===== src/rtl/l1_mem_arbiter_if.sv =====
// Shared lower-memory bundle: two L1 requester ports, one memory port,
// plus arbiter status. The arbiter takes the slave view.
interface l1_mem_arbiter_if #(
  parameter int ADDR_WIDTH = 32,
  parameter int DATA_WIDTH = 32
);
  logic                  c0_mem_request;
  logic                  c0_mem_write_enable;
  logic [ADDR_WIDTH-1:0] c0_mem_address;
  logic [DATA_WIDTH-1:0] c0_mem_write_data;
  logic [DATA_WIDTH-1:0] c0_mem_response_data;
  logic                  c0_mem_ready;

  logic                  c1_mem_request;
  logic                  c1_mem_write_enable;
  logic [ADDR_WIDTH-1:0] c1_mem_address;
  logic [DATA_WIDTH-1:0] c1_mem_write_data;
  logic [DATA_WIDTH-1:0] c1_mem_response_data;
  logic                  c1_mem_ready;

  logic                  mem_request;
  logic                  mem_write_enable;
  logic [ADDR_WIDTH-1:0] mem_address;
  logic [DATA_WIDTH-1:0] mem_write_data;
  logic [DATA_WIDTH-1:0] mem_response_data;
  logic                  mem_ready;

  logic                  owner;
  logic                  busy;
  logic                  timeout_err;

  modport slave (
    input  c0_mem_request,
    input  c0_mem_write_enable,
    input  c0_mem_address,
    input  c0_mem_write_data,
    output c0_mem_response_data,
    output c0_mem_ready,
    input  c1_mem_request,
    input  c1_mem_write_enable,
    input  c1_mem_address,
    input  c1_mem_write_data,
    output c1_mem_response_data,
    output c1_mem_ready,
    output mem_request,
    output mem_write_enable,
    output mem_address,
    output mem_write_data,
    input  mem_response_data,
    input  mem_ready,
    output owner,
    output busy,
    output timeout_err
  );

  modport master (
    output c0_mem_request,
    output c0_mem_write_enable,
    output c0_mem_address,
    output c0_mem_write_data,
    input  c0_mem_response_data,
    input  c0_mem_ready,
    output c1_mem_request,
    output c1_mem_write_enable,
    output c1_mem_address,
    output c1_mem_write_data,
    input  c1_mem_response_data,
    input  c1_mem_ready,
    input  mem_request,
    input  mem_write_enable,
    input  mem_address,
    input  mem_write_data,
    output mem_response_data,
    output mem_ready,
    input  owner,
    input  busy,
    input  timeout_err
  );
endinterface


===== src/rtl/l1_mem_arbiter.sv =====
// Two-to-one L1 (icache=0, dcache=1) arbiter onto one lower-memory port,
// with registered memory-side outputs and a per-transaction watchdog.
module l1_mem_arbiter #(
  parameter int ADDR_WIDTH     = 32,
  parameter int DATA_WIDTH     = 32,
  parameter int PRIORITY_MODE  = 0,
  parameter int TIMEOUT_CYCLES = 255
) (
  input logic             clk,
  input logic             reset,
  l1_mem_arbiter_if.slave bus
);
  localparam int CW =
    (TIMEOUT_CYCLES > 1) ? $clog2(TIMEOUT_CYCLES) : 1;
  localparam bit WD_EN = (TIMEOUT_CYCLES > 0);
  localparam bit FIXED = (PRIORITY_MODE != 0);
  localparam logic [CW-1:0] CNT_LAST =
    CW'(TIMEOUT_CYCLES - 1);

  typedef enum logic {
    IDLE,
    BUSY
  } state_t;

  state_t                state;
  logic                  rr;
  logic                  guard_vld;
  logic                  guard_port;
  logic [CW-1:0]         cnt;

  logic                  mreq_q;
  logic                  mwe_q;
  logic [ADDR_WIDTH-1:0] maddr_q;
  logic [DATA_WIDTH-1:0] mwd_q;
  logic                  own_q;
  logic                  busy_q;
  logic                  terr_q;

  logic [1:0]            elig;
  logic                  win;
  logic                  sel_we;
  logic [ADDR_WIDTH-1:0] sel_addr;
  logic [DATA_WIDTH-1:0] sel_wd;
  logic                  fin_ok;
  logic                  fin_to;
  logic                  done;
  logic                  rdy_live;

  // The port served last is masked for one IDLE cycle after completion.
  always_comb begin
    elig[0] = bus.c0_mem_request &
              ~(guard_vld & ~guard_port);
    elig[1] = bus.c1_mem_request &
              ~(guard_vld & guard_port);
  end

  always_comb begin
    win = 1'b0;
    unique case (1'b1)
      elig == 2'b11: win = FIXED ? 1'b1 : rr;
      elig == 2'b10: win = 1'b1;
      default:       win = 1'b0;
    endcase
  end

  always_comb begin
    sel_we   = win ? bus.c1_mem_write_enable
                   : bus.c0_mem_write_enable;
    sel_addr = win ? bus.c1_mem_address
                   : bus.c0_mem_address;
    sel_wd   = win ? bus.c1_mem_write_data
                   : bus.c0_mem_write_data;
  end

  // A mem_ready in the expiry cycle wins over the watchdog.
  always_comb begin
    fin_ok   = (state == BUSY) & bus.mem_ready;
    fin_to   = (state == BUSY) & ~bus.mem_ready &
               WD_EN & (cnt == CNT_LAST);
    done     = fin_ok | fin_to;
    rdy_live = done & ~reset;
  end

  always_ff @(posedge clk) begin
    if (reset) begin
      state      <= IDLE;
      rr         <= 1'b0;
      guard_vld  <= 1'b0;
      guard_port <= 1'b0;
      cnt        <= '0;
      mreq_q     <= 1'b0;
      mwe_q      <= 1'b0;
      maddr_q    <= '0;
      mwd_q      <= '0;
      own_q      <= 1'b0;
      busy_q     <= 1'b0;
      terr_q     <= 1'b0;
    end else begin
      unique case (state)
        IDLE: begin
          guard_vld <= 1'b0;
          if (|elig) begin
            state   <= BUSY;
            mreq_q  <= 1'b1;
            mwe_q   <= sel_we;
            maddr_q <= sel_addr;
            mwd_q   <= sel_wd;
            own_q   <= win;
            busy_q  <= 1'b1;
            cnt     <= '0;
          end
        end
        BUSY: begin
          if (done) begin
            state      <= IDLE;
            mreq_q     <= 1'b0;
            mwe_q      <= 1'b0;
            busy_q     <= 1'b0;
            rr         <= ~own_q;
            guard_vld  <= 1'b1;
            guard_port <= own_q;
            if (fin_to) terr_q <= 1'b1;
          end else begin
            cnt <= cnt + 1'b1;
          end
        end
        default: state <= IDLE;
      endcase
    end
  end

  assign bus.mem_request      = mreq_q;
  assign bus.mem_write_enable = mwe_q;
  assign bus.mem_address      = maddr_q;
  assign bus.mem_write_data   = mwd_q;
  assign bus.owner            = own_q;
  assign bus.busy             = busy_q;
  assign bus.timeout_err      = terr_q;

  assign bus.c0_mem_ready = rdy_live & ~own_q;
  assign bus.c1_mem_ready = rdy_live & own_q;

  assign bus.c0_mem_response_data =
    (rdy_live & ~own_q & fin_ok) ? bus.mem_response_data : '0;
  assign bus.c1_mem_response_data =
    (rdy_live & own_q & fin_ok) ? bus.mem_response_data : '0;
endmodule


===== src/flat_wrapper.sv =====
// flat-port wrapper written by rule: the top's interface ports become plain ports
module l1_mem_arbiter_flat 
#(
  parameter int ADDR_WIDTH     = 32,
  parameter int DATA_WIDTH     = 32,
  parameter int PRIORITY_MODE  = 0,
  parameter int TIMEOUT_CYCLES = 255
)
  (clk, reset, bus_c0_mem_request, bus_c0_mem_write_enable, bus_c0_mem_address, bus_c0_mem_write_data, bus_c0_mem_response_data, bus_c0_mem_ready, bus_c1_mem_request, bus_c1_mem_write_enable, bus_c1_mem_address, bus_c1_mem_write_data, bus_c1_mem_response_data, bus_c1_mem_ready, bus_mem_request, bus_mem_write_enable, bus_mem_address, bus_mem_write_data, bus_mem_response_data, bus_mem_ready, bus_owner, bus_busy, bus_timeout_err);
  l1_mem_arbiter_if #(.ADDR_WIDTH(ADDR_WIDTH), .DATA_WIDTH(DATA_WIDTH)) bus_i ();
  input logic clk;
  input logic reset;
  input wire logic [$bits(bus_i.c0_mem_request)-1:0] bus_c0_mem_request;
  input wire logic [$bits(bus_i.c0_mem_write_enable)-1:0] bus_c0_mem_write_enable;
  input wire logic [$bits(bus_i.c0_mem_address)-1:0] bus_c0_mem_address;
  input wire logic [$bits(bus_i.c0_mem_write_data)-1:0] bus_c0_mem_write_data;
  output wire logic [$bits(bus_i.c0_mem_response_data)-1:0] bus_c0_mem_response_data;
  output wire logic [$bits(bus_i.c0_mem_ready)-1:0] bus_c0_mem_ready;
  input wire logic [$bits(bus_i.c1_mem_request)-1:0] bus_c1_mem_request;
  input wire logic [$bits(bus_i.c1_mem_write_enable)-1:0] bus_c1_mem_write_enable;
  input wire logic [$bits(bus_i.c1_mem_address)-1:0] bus_c1_mem_address;
  input wire logic [$bits(bus_i.c1_mem_write_data)-1:0] bus_c1_mem_write_data;
  output wire logic [$bits(bus_i.c1_mem_response_data)-1:0] bus_c1_mem_response_data;
  output wire logic [$bits(bus_i.c1_mem_ready)-1:0] bus_c1_mem_ready;
  output wire logic [$bits(bus_i.mem_request)-1:0] bus_mem_request;
  output wire logic [$bits(bus_i.mem_write_enable)-1:0] bus_mem_write_enable;
  output wire logic [$bits(bus_i.mem_address)-1:0] bus_mem_address;
  output wire logic [$bits(bus_i.mem_write_data)-1:0] bus_mem_write_data;
  input wire logic [$bits(bus_i.mem_response_data)-1:0] bus_mem_response_data;
  input wire logic [$bits(bus_i.mem_ready)-1:0] bus_mem_ready;
  output wire logic [$bits(bus_i.owner)-1:0] bus_owner;
  output wire logic [$bits(bus_i.busy)-1:0] bus_busy;
  output wire logic [$bits(bus_i.timeout_err)-1:0] bus_timeout_err;
  assign bus_i.c0_mem_request = bus_c0_mem_request;
  assign bus_i.c0_mem_write_enable = bus_c0_mem_write_enable;
  assign bus_i.c0_mem_address = bus_c0_mem_address;
  assign bus_i.c0_mem_write_data = bus_c0_mem_write_data;
  assign bus_c0_mem_response_data = bus_i.c0_mem_response_data;
  assign bus_c0_mem_ready = bus_i.c0_mem_ready;
  assign bus_i.c1_mem_request = bus_c1_mem_request;
  assign bus_i.c1_mem_write_enable = bus_c1_mem_write_enable;
  assign bus_i.c1_mem_address = bus_c1_mem_address;
  assign bus_i.c1_mem_write_data = bus_c1_mem_write_data;
  assign bus_c1_mem_response_data = bus_i.c1_mem_response_data;
  assign bus_c1_mem_ready = bus_i.c1_mem_ready;
  assign bus_mem_request = bus_i.mem_request;
  assign bus_mem_write_enable = bus_i.mem_write_enable;
  assign bus_mem_address = bus_i.mem_address;
  assign bus_mem_write_data = bus_i.mem_write_data;
  assign bus_i.mem_response_data = bus_mem_response_data;
  assign bus_i.mem_ready = bus_mem_ready;
  assign bus_owner = bus_i.owner;
  assign bus_busy = bus_i.busy;
  assign bus_timeout_err = bus_i.timeout_err;
  l1_mem_arbiter #(.ADDR_WIDTH(ADDR_WIDTH), .DATA_WIDTH(DATA_WIDTH), .PRIORITY_MODE(PRIORITY_MODE), .TIMEOUT_CYCLES(TIMEOUT_CYCLES)) u_core (.clk(clk), .reset(reset), .bus(bus_i));
endmodule

===== config.mk =====
export PLATFORM = sky130hd
export DESIGN_NAME = l1_mem_arbiter_flat
export DESIGN_NICKNAME = d
export VERILOG_FILES = /design/src/rtl/l1_mem_arbiter_if.sv /design/src/rtl/l1_mem_arbiter.sv /design/src/flat_wrapper.sv
export SDC_FILE = /design/constraint.sdc
export NUM_CORES = 1
export LEC_CHECK = 0
export ABC_AREA = 1
export ABC_CLOCK_PERIOD_IN_PS = 1400
export CAP_MARGIN = 15
export CELL_PAD_IN_SITES_DETAIL_PLACEMENT = 1
export CELL_PAD_IN_SITES_GLOBAL_PLACEMENT = 2
export CORE_MARGIN = 2
export CORE_UTILIZATION = 14
export DETAILED_ROUTE_END_ITERATION = 6
export GPL_TIMING_DRIVEN = 0
export PLACE_DENSITY_LB_ADDON = 0.3
export SLEW_MARGIN = 20
export SYNTH_ARGS = -nofsm -noshare
export SYNTH_HDL_FRONTEND = slang
export SYNTH_SLANG_ARGS = --single-unit
export TNS_END_PERCENT = 5

===== constraint.sdc =====
create_clock -name clk -period 1.4 [get_ports clk]
set_input_delay 0.28 -clock clk [delete_from_list [all_inputs] [get_ports clk]]
set_output_delay 0.28 -clock clk [all_outputs]
set_load 0.01 [all_outputs]

======== Word level (Yosys, flattened, before mapping) ========
Index checks and enable logic that the tools add are counted.
word-level totals
  memories kept ........................... 0
  bits in latches ......................... 0
  bits of input ports ..................... 167
  RAM bits ................................ 0
  logic and storage cells ................. 63
  flip-flop bits (word level) ............. 80
  bits in read-only memories .............. 0
operators by class
  div/mod/pow operators ................... 0
  multipliers ............................. 0
  shift-type cells ........................ 0
  magnitude comparators ................... 0
  eq/ne operators ......................... 6
  muxes and demuxes ....................... 19
  reduce and logical (&&, ||, !) cells .... 6
  add/sub/neg operators ................... 1
  bitwise logic cells ..................... 20
operators with widths
  operator                                                         count
  32-bit 2-to-1 mux                                                4
  8-bit 2-to-1 mux                                                 2
  8-bit case mux with 2 select lines                               1
  1-bit bitwise AND                                                12
  1-bit case mux with 2 select lines                               5
  8-bit by 1-bit adder with 8-bit output, second input constant    1
  8-bit == test, second input constant                             1
  2-bit AND reduction                                              4
  1-bit 2-to-1 mux                                                 7
  1-bit inverter                                                   7
  2-bit == test, second input constant                             2
  2-bit != test, second input constant                             2
  3-bit AND reduction                                              1
  2-bit by 1-bit != test with 1-bit output, second input constant  1
  2-bit OR reduction                                               1
  1-bit bitwise OR                                                 1

======== Depth between registers and ports, before layout ========
Gate-level depths: netlist (run 1).
  depth after elaboration ................. 9
  gate-level depth with buffers ........... 11

======== Worst setup path after synthesis (run 1) ========
Ideal clock, no wire load.
  path type ............................... register to output
  from .................................... register u_core.cnt[0]
  to ...................................... output port bus_c1_mem_response_data[10]
  arrival ................................. 1,352 ps
  setup slack ............................. -232 ps
  required time ........................... 1,120 ps
  buffers on the path ..................... 1
  stages on the path, launching flop included .. 10
  path through ............................ dfxtp_1 -> inv_1 -> ha_1 -> inv_1 -> nor2_2 -> nand3_2 -> nand2_4 -> nand4_4 -> buf_6 -> nor2_1
on the way
  word-level cells in the longest chain between the ends .. 7
RTL lines
  what                            RTL line               source
  start, declared                 l1_mem_arbiter.sv:29   logic [CW-1:0] cnt;
  start signal, assigned          l1_mem_arbiter.sv:124  cnt <= cnt + 1'b1;
  8-bit == test                   l1_mem_arbiter.sv:79   WD_EN & (cnt == CNT_LAST);
  1-bit bitwise AND               l1_mem_arbiter.sv:79
  1-bit bitwise OR                l1_mem_arbiter.sv:80   done = fin_ok | fin_to;
  1-bit bitwise AND               l1_mem_arbiter.sv:81   rdy_live = done & ~reset;
  1-bit bitwise AND (2 in a row)  l1_mem_arbiter.sv:146  (rdy_live & own_q & fin_ok) ? bus.mem_response_data : '0;
  32-bit 2-to-1 mux               l1_mem_arbiter.sv:146
  end, declared                   flat_wrapper.sv:23     output wire logic [$bits(bus_i.c1_mem_response_data)-1:0] bus_c1_mem_response_data;
Every way passes these cells.

======== Worst setup path after layout (run 1) ========
  from .................................... register u_core.cnt[0]
  to ...................................... output port bus_c1_mem_response_data[23]
The elaborated chain is that of the path after synthesis.

==> results.md, run 1 <==
* CTS HTree Levels at 3
* Antenna violations before repair at 2
* Clock Sinks at 80
* Post-route cell area at around 0.0080 sq mm
* Hold Path Cell Cnt at 2
* Iteration-0 DRC Markers at 110
* Syn_nets at 743
* Clock root cell: clkbuf_16
* Die height at 171 um
* Worst slew margin at between 70% and 80%
* Pin count of the biggest net entering global routing at 16
* Crit-path max FO at 5
* Clk buf depth at 2
* Non-Filler Instances at 1288
* Seq/Total Area, Yosys at 41.1%
* GRT overflow at 0
* Final WL at 18900 um
* Hold Buf Count CTS at 0
* Most common cell after layout, fill and taps aside: clkdlybuf4s50_1
* Layout area overhead at 106%
* Final hold slack at approximately 0.31 ns
* Final ANT Viol Nets at 0
* Routed vias/inst at 3.85
* RSZ-0062 raised after global routing: true
* Placed cell count at between 1k and 1.5k
* Clk_lat worst skew at between 0.3 and 0.4 ns
* Yosys reg bits at 80
* Mean Syn Cell Area at ~6.8 sq um
* Startpoint types: flip-flop
* Num CTS Buffers at 9
* Vias in the first global route at 5074
* Cells on worst reg2reg path at 9
* Worst setup margin at -0.828 ns
* Max_cap viols at 0
* Worst slew pin tran at approximately 0.37 ns
* Placed wire-length estimate at about 15000 um
* Critical Path RT at about 1.1 ns
* Initial Utilization at ~14%
* Placeable Area at between 0.02 and 0.03 sq mm
* Worst-path clk slew at around 0.07 ns
* Setup TNS at -55.18 ns
* Final Hold Fails at 0
* Ports at 302
* Slowest cell on crit path: dfxtp_2
* # nets final at between 1k and 1.5k
* Residual DRC at 0
* Synthesis warning total at 0
* Worst VDD drop at between 0.0005 and 0.0006 V
* Detailed Routing Iterations Pass 1 at 4
* CP Capture Type: output pin
* Violated checks: setup timing
* Final Power at 6.88 mW
* Cells after synthesis at approximately 570
* Die Width at around 170 um
* Final setup fails at between 100 and 150
* Max Slew Vio Count at 0
* Rows at roughly 60
* Layout cells sized above 1 at approximately a quarter
* Netlist cell types at 26
* GPL Wtd Cong at 0.717
* Max Clk Rate at roughly 0.45 GHz
* Fin crit share at 159%
* Stages on the worst setup path at 12
* Critical path class: flip-flop to output pin
* Die Footprint at approximately 0.029 sq mm
* Placed cell areas at around 0.0075 sq mm
* Worst path max stage delay at between 0.3 and 0.4 ns
* Tmin final at approximately 2.2 ns
* Post-Synthesis Cell Area at 0.00390 sq mm
* Fin util at between 20 and 30%
* First-pass GRT wire length at ~28000 um
* CP Data Arrival Time at between 1.5 and 2 ns
* Worst hold path class: input pin to flip-flop
* Pre-CTS setup slack at -1.09 ns
* CP top delay family: buffers and inverters
* Status: finished with violations
* Buf+Inv Stages, Crit Path at 6
* Fillers at about 3.4k
* Via count at between 4k and 5k
* Pwr dens at 857 mW/mm^2
* Most frequent cells in the layout: 165 x clkdlybuf4s50_1, 88 x nand2_1, 88 x o21ai_1
* Avg WL per Cell at around 15 um
* Worst Skew at about 0.010 ns
* CP Cell Sequence: inv_2 > ha_4 > inv_2 > nor2_4 > nand3_2 > nand2_4 > nand4_4 > buf_6 > buf_6 > buf_8 > nor2_2 > buf_2
* Port buffer count at 300
* Leak pwr at ~3.5 nW
* Gr usage total at about an eighth
* Clock tree from TritonCTS: yes
-- sequential cells by signal (all words and copies together) (netlist names) --
register                     cells
u_core.state                     1
u_core.guard_vld                 1
u_core.cnt                       8
u_core.bus.mem_request           1
u_core.rr                        1
u_core.bus.mem_write_data       32
u_core.guard_port                1
u_core.bus.timeout_err           1
u_core.bus.owner                 1
u_core.bus.mem_write_enable      1
u_core.bus.mem_address          32
-- routing by layer --
metal / track usage [%] / share of wire (%)
met4: 3.46 / 1.3
met3: 5.09 / 9.3
met2: 22.0 / 49
met5: 0 / 0
met1: 14.1 / 40
-- what timing repair did --
item / CTS / global route
buffers inserted: 10 / 4
gates resized for setup: 377 / 40
pin swaps: 5 / 2
endpoints found under the setup margin: 207 / 141
gates cloned: 4 / 0
-- cell families after synthesis --
group / synth area share [%]
flops: 41.1
simple gates: 28.1
compound gates: 18.7
buf+inv: 11.4
fa+ha+maj: 0.642
-- cell usage after synthesis (all sizes together) --
cell type,number,area share [%]
nand3b,1,0.19
a21oi,12,1.5
nand4,2,1.1
o31ai,1,0.19
buf,32,5.9
nand3,12,1.8
ha,2,0.64
nor3,3,0.38
inv,54,5.2
dfxtp,80,41
or2,1,0.16
o211ai,1,0.19
nor2,144,15
clkbuf,3,0.29
o21ai,131,17
nand2,95,9.8
-- report_power, final --
part	switching [mW]	internal [mW]	total [mW]
clock	1.09	1.59	2.68
sequential	0.111	2.48	2.59
combinational	0.767	0.846	1.61
-- path summary, 6_finish.rpt --
| check | startpoint | slack, ns | end |
|---|---|---|---|
| max | u_core.cnt[0]$_SDFFE_PP0P_ | -0.83 | bus_c1_mem_response_data[23] |
| min | reset | 0.31 | u_core.bus.timeout_err$_SDFFE_PP0P_ |
| max reg2reg | u_core.guard_port$_SDFFE_PP0P_ | -0.13 | u_core.bus.mem_address[14]$_SDFFE_PP0P_ |
| min reg2reg | u_core.bus.mem_address[11]$_SDFFE_PP0P_ | 0.45 | u_core.bus.mem_address[11]$_SDFFE_PP0P_ |
-- area by class of cell --
| cell class | count | area, sq um | share of cell area [%] |
|---|---|---|---|
| timing repair buffer | 318 | 2960 | 36.9 |
| multi-input combinational | 405 | 2130 | 26.5 |
| sequential | 80 | 1620 | 20.1 |
| tap | 378 | 473 | 5.89 |
| buffer | 35 | 315 | 3.93 |
| clock buffer | 9 | 225 | 2.80 |
| inverter | 54 | 203 | 2.52 |
| clock inverter | 7 | 101 | 1.26 |
| antenna | 2 | 5.00 | 0.0623 |
No activity file was read; power rests on OpenSTA's default activity.
==> run 2: changes to the inputs <==
--- a/config.mk
+++ b/config.mk
@@ -13,8 +13,10 @@
 export CORE_MARGIN = 2
 export CORE_UTILIZATION = 14
 export DETAILED_ROUTE_END_ITERATION = 6
+export GPL_ROUTABILITY_DRIVEN = 0
 export GPL_TIMING_DRIVEN = 0
 export PLACE_DENSITY_LB_ADDON = 0.3
+export SETUP_SLACK_MARGIN = 0.05
 export SLEW_MARGIN = 20
 export SYNTH_ARGS = -nofsm -noshare
 export SYNTH_HDL_FRONTEND = slang
==> run 2 against run 1 <==
- the run still ends with setup timing left
- clock skew is essentially flat
- maximum frequency is essentially flat
- first-iteration DRC count did not move
- count of clock-buffer cells in the layout stayed put
- non-clock buffer count is the same
- flip-flop and latch count unchanged
==> results.md, run 2 (synthesis results as in run 1) <==
* Status: finished with violations
* Violated checks: setup timing
* Cells on worst reg2reg path at 9
* Final hold slack at between 0.3 and 0.4 ns
* Non-Filler Instances at about 1.3k
* Most frequent cells in the layout: 165 x clkdlybuf4s50_1, 88 x nand2_1, 88 x o21ai_1
* Clock tree from TritonCTS: yes
* Avg WL per Cell at roughly 15 um
* Clk pwr share at 38.9%
* Antenna violations before repair at 2
* Hold Path Cell Cnt at 2
* Worst R2R End: u_core.bus.mem_address[14]$_SDFFE_PP0P_
* DR top layer: met4
* Pwr dens at ~860 mW/mm^2
* Crit-path max FO at 5
* Most common cell after layout, fill and taps aside: clkdlybuf4s50_1
* Residual DRC at 0
* Routed vias/inst at between 3 and 4
* Clock Sinks at 80
* R2R Path Start: u_core.guard_port$_SDFFE_PP0P_
* Worst setup path startpoint: u_core.cnt[0]$_SDFFE_PP0P_
* R2r setup slk at -0.14 ns
* Die Footprint at a little under 0.03 sq mm
* Final Hold Fails at 0
* Switching Share at between 20% and 30%
* Worst-path clk slew at approximately 0.070 ns
* Worst hold path class: input pin to flip-flop
* Worst setup margin at -0.827 ns
* Pin count of the biggest net entering global routing at 16
* Worst slew pin tran at approximately 0.37 ns
* Gr usage total at around an eighth
* Leak pwr at approximately 3.5 nW
* Worst slew margin at between 70% and 80%
* Pre-CTS setup slack at -1.09 ns
* Setup crit end: bus_c1_mem_response_data[23]
* Num CTS Buffers at 9
* CP Data Arrival Time at between 1.5 and 2 ns
* Clk buf depth at 2
* Ports at a little over 300
* Placed cell areas at 0.00755 sq mm
* Iteration-0 DRC Markers at between 100 and 150
* P_sw at roughly 2.0 mW
* DR WL met2 at between 9000 and 10000 um
* RSZ-0062 raised after global routing: true
* Placed cell count at between 1k and 1.5k
* First-pass GRT wire length at between 20000 and 30000 um
* Critical path class: flip-flop to output pin
* Post-route cell area at roughly 0.008 sq mm
* Detailed Routing Iterations Pass 1 at 4
* Tmin final at about 2.2 ns
* Metal-1 WL at about 7600 um
* Met3 WL at 1770 um
* Layout cells sized above 1 at between 20% and 30%
* Max Clk Rate at 0.449 GHz
* Final WL at between 15000 and 20000 um
* Final ANT Viol Nets at 0
* # nets final at 1072
* Worst Skew at roughly 0.010 ns
* CTS HTree Levels at 3
* Final setup fails at between 100 and 150
* Seq pwr share at around 38%
* Startpoint types: flip-flop
* Clk_lat worst skew at between 0.3 and 0.4 ns
* P_int at 4.91 mW
* Vias in the first global route at about 5.1k
* Comb power frac at a little under a quarter
* GRT overflow at 0
* Fillers at roughly 3.4k
* Fin crit share at 159%
* Max_cap viols at 0
* Die height at approximately 170 um
* Worst VDD drop at 0.000513 V
* Setup TNS at -55.17 ns
* Initial Utilization at around 14%
* Clock root cell: clkbuf_16
* CP Capture Type: output pin
* Via count at between 4k and 5k
* Max Slew Vio Count at 0
* Rows at 61
* Placeable Area at about 0.028 sq mm
* Layout area overhead at 106%
* Placed wire-length estimate at between 10000 and 15000 um
* Die Width at about 170 um
* Critical Path RT at 1.12 ns
* Port buffer count at 300
run 2: final cells by class:
| cell class | instances | area (sq um) | share of cell area (%) |
|---|---|---|---|
| repair buffers | 318 | 2970 | 36.9 |
| multi-input cells | 405 | 2130 | 26.5 |
| flip-flops and latches | 80 | 1620 | 20.1 |
| well taps | 378 | 473 | 5.89 |
| plain buffers | 35 | 315 | 3.92 |
| clock buffers | 9 | 225 | 2.80 |
| inverters | 54 | 203 | 2.52 |
| clock inverters | 7 | 101 | 1.26 |
| diodes | 2 | 5.00 | 0.0623 |
run 2: power groups by stage:
stage	combinational, mW	clock (mW)	sequential [mW]
2_1_floorplan	0.549	0	2.72
3_3_place_gp	1.73	0	2.64
3_5_place_dp	1.73	0	2.65
4_1_cts	1.63	2.80	2.59
5_1_grt	1.78	2.89	2.62
6_report	1.61	2.68	2.59
run 2: how the worst min path moves through the flow:
stage | start | to | slack [ns]
4_1_cts | reset | u_core.bus.timeout_err$_SDFFE_PP0P_ | 0.30
2_1_floorplan | u_core.cnt[0]$_SDFFE_PP0P_ | u_core.cnt[0]$_SDFFE_PP0P_ | 0.42
6_report | reset | u_core.bus.timeout_err$_SDFFE_PP0P_ | 0.31
3_3_place_gp | u_core.cnt[0]$_SDFFE_PP0P_ | u_core.cnt[0]$_SDFFE_PP0P_ | 0.43
5_1_grt | reset | u_core.bus.timeout_err$_SDFFE_PP0P_ | 0.32
3_5_place_dp | u_core.cnt[0]$_SDFFE_PP0P_ | u_core.cnt[0]$_SDFFE_PP0P_ | 0.44
run 2: worst max-delay path, stage by stage (launching register included):
cell and delay [ns]:
dfxtp_2 0.33, inv_2 0.07, ha_4 0.12, inv_2 0.03
nor2_4 0.10, nand3_2 0.11, nand2_4 0.11, nand4_4 0.12
buf_6 0.16, buf_6 0.12, buf_8 0.14, nor2_2 0.07
buf_2 0.13
run 2: timing repair:
action	CTS	global route
gates cloned	4	0
resized for setup	379	40
hold buffers	0	0
buffers inserted	10	4
pin swaps	5	2
endpoints found under the setup margin	210	144
run 2: through the flow:
step / power, mW / utilization (%)
CTS: 7.02 / 28.5
global placement: 4.37 / 27.3
finish: 6.88 / 29.1
floorplan: 3.27 / -
global route: 7.28 / 29.1
detailed placement: 4.38 / 27.3
run 2: metal layers:
metal	up-vias	track usage [%]
li1	2489	-
met1	2264	14.1
met2	185	22.0
met3	13	5.09
met4	0	3.46
met5	-	0
